<file path="src/rtl/cmp_run_if.sv">
// Sample/result bundle between the magnitude comparator stream and cmp_run_monitor.
// The err signal exists only when CMP_ONEHOT_CHECK_EN is defined.
interface cmp_run_if #(
  parameter int unsigned CNT_W = 4
);
  logic             in_valid;
  logic             eq;
  logic             gr;
  logic             le;
  logic             stable;
  logic [1:0]       rel;
  logic [CNT_W-1:0] run_len;
  logic             change;
`ifdef CMP_ONEHOT_CHECK_EN
  logic             err;

  modport master (output in_valid, eq, gr, le,
                  input  stable, rel, run_len, change, err);
  modport slave  (input  in_valid, eq, gr, le,
                  output stable, rel, run_len, change, err);
`else
  modport master (output in_valid, eq, gr, le,
                  input  stable, rel, run_len, change);
  modport slave  (input  in_valid, eq, gr, le,
                  output stable, rel, run_len, change);
`endif
endinterface

</file>
<file path="src/rtl/cmp_run_monitor.sv">
// Run-length monitor for comparator eq/gr/le flags; confirms a relation after STABLE_N matches.
// Optional one-hot flag checking with sticky err is enabled by defining CMP_ONEHOT_CHECK_EN.
module cmp_run_monitor #(
  parameter int unsigned CNT_W    = 4,
  parameter int unsigned STABLE_N = 3
) (
  input  logic      clk,
  input  logic      rst,
  cmp_run_if.slave  bus
);
  localparam logic [1:0]       REL_NONE   = 2'b00;
  localparam logic [1:0]       REL_LT     = 2'b01;
  localparam logic [1:0]       REL_EQ     = 2'b10;
  localparam logic [1:0]       REL_GT     = 2'b11;
  localparam logic [CNT_W-1:0] RUN_MAX    = '1;
  localparam logic [CNT_W-1:0] STABLE_CNT = CNT_W'(STABLE_N);

  typedef enum logic [1:0] {IDLE, ACQ, STABLE} state_t;

  state_t           state_q, state_d;
  logic [1:0]       last_code_q, last_code_d;
  logic [1:0]       rel_q, rel_d;
  logic [CNT_W-1:0] run_q, run_d;
  logic             change_q, change_d;
  logic             stable_q, stable_d;
  logic [1:0]       code_c;
  logic             ok_c;
  logic             match_c;

  // Flag decode: one-hot enforced when checking is on, else priority eq > gr > le
  always_comb begin
    code_c = REL_LT;
    ok_c   = 1'b1;
`ifdef CMP_ONEHOT_CHECK_EN
    ok_c = ({bus.eq, bus.gr, bus.le} == 3'b100) ||
           ({bus.eq, bus.gr, bus.le} == 3'b010) ||
           ({bus.eq, bus.gr, bus.le} == 3'b001);
`endif
    if (bus.eq)      code_c = REL_EQ;
    else if (bus.gr) code_c = REL_GT;
    else if (bus.le) code_c = REL_LT;
    else             code_c = REL_LT;
  end

  // Run tracking and IDLE/ACQ/STABLE transitions for an accepted sample
  always_comb begin
    state_d     = state_q;
    last_code_d = last_code_q;
    run_d       = run_q;
    rel_d       = rel_q;
    change_d    = 1'b0;
    match_c     = 1'b0;
    if (bus.in_valid && ok_c) begin
      match_c = (state_q != IDLE) && (code_c == last_code_q);
      if (match_c) begin
        if (run_q != RUN_MAX) run_d = run_q + CNT_W'(1);
      end else begin
        last_code_d = code_c;
        run_d       = CNT_W'(1);
      end
      unique case (state_q)
        IDLE: begin
          if (STABLE_N == 1) begin
            state_d  = STABLE;
            rel_d    = code_c;
            change_d = 1'b1;
          end else begin
            state_d = ACQ;
          end
        end
        ACQ: begin
          if (run_d == STABLE_CNT) begin
            state_d  = STABLE;
            rel_d    = code_c;
            change_d = 1'b1;
          end
        end
        STABLE: begin
          // With STABLE_N=1 a new code is confirmed immediately
          if (!match_c) begin
            if (STABLE_N == 1) begin
              rel_d    = code_c;
              change_d = 1'b1;
            end else begin
              state_d = ACQ;
            end
          end
        end
        default: state_d = IDLE;
      endcase
    end
    stable_d = (state_d == STABLE);
  end

  always_ff @(posedge clk) begin
    if (rst) begin
      state_q     <= IDLE;
      last_code_q <= REL_NONE;
      run_q       <= '0;
      rel_q       <= REL_NONE;
      change_q    <= 1'b0;
      stable_q    <= 1'b0;
    end else begin
      state_q     <= state_d;
      last_code_q <= last_code_d;
      run_q       <= run_d;
      rel_q       <= rel_d;
      change_q    <= change_d;
      stable_q    <= stable_d;
    end
  end

  assign bus.stable  = stable_q;
  assign bus.rel     = rel_q;
  assign bus.run_len = run_q;
  assign bus.change  = change_q;

`ifdef CMP_ONEHOT_CHECK_EN
  logic err_q;

  // Sticky malformed-sample flag
  always_ff @(posedge clk) begin
    if (rst) err_q <= 1'b0;
    else if (bus.in_valid && !ok_c) err_q <= 1'b1;
  end

  assign bus.err = err_q;
`endif
endmodule

</file>
<file path="src/flat_wrapper.sv">
// flat-port wrapper written by rule: the top's interface ports become plain ports
module cmp_run_monitor_flat 
#(
  parameter int unsigned CNT_W    = 4,
  parameter int unsigned STABLE_N = 3
)
  (clk, rst, bus_in_valid, bus_eq, bus_gr, bus_le, bus_stable, bus_rel, bus_run_len, bus_change);
  cmp_run_if #(.CNT_W(CNT_W)) bus_i ();
  input  logic clk;
  input  logic rst;
  input wire logic [$bits(bus_i.in_valid)-1:0] bus_in_valid;
  input wire logic [$bits(bus_i.eq)-1:0] bus_eq;
  input wire logic [$bits(bus_i.gr)-1:0] bus_gr;
  input wire logic [$bits(bus_i.le)-1:0] bus_le;
  output wire logic [$bits(bus_i.stable)-1:0] bus_stable;
  output wire logic [$bits(bus_i.rel)-1:0] bus_rel;
  output wire logic [$bits(bus_i.run_len)-1:0] bus_run_len;
  output wire logic [$bits(bus_i.change)-1:0] bus_change;
  assign bus_i.in_valid = bus_in_valid;
  assign bus_i.eq = bus_eq;
  assign bus_i.gr = bus_gr;
  assign bus_i.le = bus_le;
  assign bus_stable = bus_i.stable;
  assign bus_rel = bus_i.rel;
  assign bus_run_len = bus_i.run_len;
  assign bus_change = bus_i.change;
  cmp_run_monitor #(.CNT_W(CNT_W), .STABLE_N(STABLE_N)) u_core (.clk(clk), .rst(rst), .bus(bus_i));
endmodule
</file>
<file path="config.mk">
export PLATFORM = sky130hd
export DESIGN_NAME = cmp_run_monitor_flat
export DESIGN_NICKNAME = d
export VERILOG_FILES = /design/src/rtl/cmp_run_if.sv /design/src/rtl/cmp_run_monitor.sv /design/src/flat_wrapper.sv
export SDC_FILE = /design/constraint.sdc
export NUM_CORES = 1
export LEC_CHECK = 0
export BUFFER_PORTS_ARGS = -buffer_cell sky130_fd_sc_hd__buf_4
export CELL_PAD_IN_SITES_DETAIL_PLACEMENT = 0
export CELL_PAD_IN_SITES_GLOBAL_PLACEMENT = 1
export CORE_MARGIN = 2
export CORE_UTILIZATION = 37
export DETAILED_ROUTE_END_ITERATION = 7
export GPL_TIMING_DRIVEN = 1
export PLACE_DENSITY = 0.78
export SYNTH_ARGS = -nofsm -noshare
export SYNTH_HDL_FRONTEND = slang
export SYNTH_SLANG_ARGS = --single-unit
</file>
<file path="constraint.sdc">
create_clock -name clk -period 1.9 [get_ports clk]
set_clock_uncertainty 0.15 [all_clocks]
set_input_delay 0 -clock clk [delete_from_list [all_inputs] [get_ports clk]]
set_output_delay 0 -clock clk [all_outputs]
set_load 0.005 [all_outputs]
</file>
==> metrics.md <==
| Metric | Value |
|---|---|
| Status | `complete, no violations` |
| Slowest CP cell | `or4b_4` |
| Area delta synth->final | `33.9%` |
| CP peak stage delay | `about 0.55 ns` |
| Drt wl/cell | `12.3 um` |
| Vias in the first global route | `494` |
| Max-Slew Margin vs Limit | `80.7%` |
| Top post-synthesis cells by count | `12 x dfxtp_1, 10 x nor2_1, 5 x a21oi_1, 4 x o21ai_0` |
| Fin Setup TNS | `0 ns` |
| Total GRT Usage | `15.3%` |
| Kind of cell adding the most delay to the critical path | `simple AND/OR/NAND/NOR gates` |
| GRT overflow | `0` |
| Crit end category | `register` |
| Post-synth top area share | `between 30% and 40%` |
| Most common cell in the netlist | `dfxtp_1` |
| EDFF count, synth | `0` |
| Filler Cell Count | `154` |
| Final Max Slew Viols | `0` |
| RePlAce Congestion | `0.737` |
| Reg-to-Reg Start | `u_core.last_code_q[1]$_SDFFE_PP0P_` |
| Fin crit period | `1.76 ns` |
| Initial antenna violation count | `0` |
| Number of max-cap violations | `0` |
| Finished Layout Cells | `between 100 and 150` |
| Crit path DAT | `1.78 ns` |
| Worst Setup Start Kind | `input port` |
| Final period util | `between 90% and 100%` |
| Hold Crit Start | `u_core.last_code_q[1]$_SDFFE_PP0P_` |
| PortBufs | `12` |
| Synth cell types | `30` |
| Asr flop ratio synth | `0%` |
| Placed Cells | `98` |
| Largest net degree at the start of global routing | `15` |
| Row count | `14` |
| Yosys reg bits | `12` |
| Hold-critical path depth | `2` |
| YS warnings | `0` |
| Die Ht | `approximately 45 um` |
| Max frequency | `about 570 MHz` |
| CP Cell Sequence | `dlygate4sd3_1 -> buf_4 -> or4b_4 -> nand3_2 -> a21oi_1 -> o31a_1` |
| Syn Inst Count | `69` |
| Worst Hold End | `u_core.last_code_q[1]$_SDFFE_PP0P_` |
| Detailed Route WL | `1320 um` |
| Fin Hold WS | `0.375 ns` |
| Pleak | `about 0.33 nW` |
| WP data required | `between 1.5 and 2 ns` |
| Peak VDD IR | `0.000419 V` |
| # nets final | `99` |
| Area contributors post-synth | `dfxtp_1 39%, nor2_1 6.0%, a211oi_2 4.0%, a21oi_1 4.0%, a31oi_4 3.4%` |
| TritonRoute pass-1 iters | `2` |
| CTS clk-pin slew, worst paths | `0.07 ns` |
| RSZ-0062 raised after global routing | `false` |
| Drt drc | `0` |
| Crit path max fanout | `9` |
| Vias/cell | `5.43` |
| Clock Sinks | `12` |
| Antenna cell count | `0` |
| Vias | `about 580` |
| Flop-to-flop setup slack | `about 0.19 ns` |
| Detailed placement HPWL | `933 um` |
| Multi-input logic area | `about 370 um^2` |
| Insertion delay to the later sink of the worst-skew pair | `0.27 ns` |
| PwrDens | `about 640 nW/um^2` |
| Yosys top cell by area | `dfxtp_1` |
| HP Class | `reg -> reg` |
| Initial Utilization | `40.4%` |
| Final hold vios | `0` |
| Top_reg_cell synth | `dfxtp_1` |
| Syn nets | `76` |
| Register-to-Register Path Depth | `4` |
| Buffer and inverter count on the worst path | `2` |
| Root buffer cell | `clkbuf_4` |
| Layout cell share with drive strength beyond 1 | `around 30%` |
| Num CTS Buffers | `3` |
| Final number of setup-violating endpoints | `0` |
| Core Region | `1540 um^2` |
| H-tree depth | `1` |
| R2R Path End | `u_core.state_q[0]$_SDFF_PP0_` |
| Post-synthesis sequential area ratio | `38.6%` |
| CTS tree | `done` |
| CTS Buffer Depth | `2` |
| Worst Tran Pin Value | `0.289 ns` |
| Antenna viol nets, final | `0` |
| Synthesized area | `approximately 620 um^2` |
| Global-route wire length before repair | `2220 um` |
| Seq. cell area | `~240 um^2` |
| IO Count | `14` |
| Syn Area/Cell | `9.03 um^2` |
| Cts repair resizes | `0` |
| Setup CP Type | `in -> reg` |
| Die Wd | `45.0 um` |
| DRT iter0 DRCs | `6` |
| Die ar. | `2030 um^2` |
## power breakdown
group / internal, mW / leakage (nW) / total, mW / switching, mW
combinational: 0.0336 / 0.206 / 0.0706 / 0.0369
sequential: 0.258 / 0.0979 / 0.265 / 0.00651
clock: 0.117 / 0.0210 / 0.202 / 0.0853
total: 0.409 / 0.325 / 0.537 / 0.129
## state kept, by name, indices dropped and copies added (netlist names)
signal and cells:
u_core.bus.change 1, u_core.bus.run_len 4, u_core.last_code_q 2, u_core.bus.stable 1
u_core.state_q 2, u_core.bus.rel 2
## logic make-up after synthesis
| kind of cell | Yosys count | share of synthesized area [%] |
|---|---|---|
| simple gates | 29 | 27.9 |
| xor+xnor | 1 | 1.41 |
| buf+inv | 3 | 1.81 |
| compound gates | 23 | 28.3 |
| flops | 12 | 38.6 |
| fa+ha+maj | 1 | 2.01 |
## cell usage in the layout, fill, tap and decap left out, drive strengths merged
cell type	synthesis	layout
a211oi	4	4
a41oi	2	2
inv	1	1
dlygate4sd3	0	5
and4	2	2
ha	1	1
or4b	1	1
o21ai	6	6
nor3b	1	1
nand4b	1	1
nor2b	1	1
nand3b	1	1
o21a	1	1
nand3	4	4
dfxtp	12	12
and4b	1	1
o31a	1	1
nand2	3	3
nor3	2	2
buf	1	15
clkbuf	1	4
nand2b	1	1
nor4	1	1
a31oi	4	4
xor2	1	1
a21oi	5	5
nor2	10	10
## metal layers
| metal | part of all wire (%) | global-route usage, % |
|---|---|---|
| met5 | 0 | 0 |
| met4 | 0.83 | 5.29 |
| met3 | 5.7 | 7.20 |
| met2 | 43 | 20.3 |
| met1 | 50 | 21.5 |
## through the flow
| step | instance area, um^2 | power, mW | util, % | worst slack, ns |
|---|---|---|---|---|
| floorplan | 623 | 0.308 | - | 0.174 |
| global placement | 748 | 0.332 | 48.5 | 0.218 |
| detailed placement | 748 | 0.333 | 48.5 | 0.209 |
| CTS | 835 | 0.547 | 54.1 | 0.155 |
| global route | 835 | 0.568 | 54.1 | 0.124 |
| finish | 835 | 0.537 | 54.1 | 0.139 |
## worst reg2reg max path: cells and delay by family (launching register included)
family / cells / cell delay, ns
simple gates: 2 / 0.75
flops: 1 / 0.34
compound gates: 2 / 0.37
## final cells by class
cell class	instances	area share [%]
clock buffer	4	4.35
timing repair buffer	20	19.5
tap	16	2.40
inverter	1	0.450
multi-input combinational	54	44.5
sequential	12	28.8
## worst max path at each step
stage                     depth (start not counted)                      endpoint                          startpoint
after floorplan                                   5  u_core.state_q[0]$_SDFF_PP0_  u_core.bus.run_len[0]$_SDFFE_PP0P_
after global placement                            4  u_core.state_q[0]$_SDFF_PP0_  u_core.last_code_q[1]$_SDFFE_PP0P_
after detailed placement                          4  u_core.state_q[0]$_SDFF_PP0_  u_core.last_code_q[1]$_SDFFE_PP0P_
after CTS                                         6  u_core.state_q[0]$_SDFF_PP0_                              bus_eq
after global routing                              6  u_core.state_q[0]$_SDFF_PP0_                              bus_eq
final                                             6  u_core.state_q[0]$_SDFF_PP0_                              bus_eq
## repair_timing
action                     CTS  global route
buffers inserted             0             0
setup endpoints to repair    0             0
hold buffers                 5             0
hold endpoints to repair    12             0
Note: power is estimated with default switching activity, not from simulation.
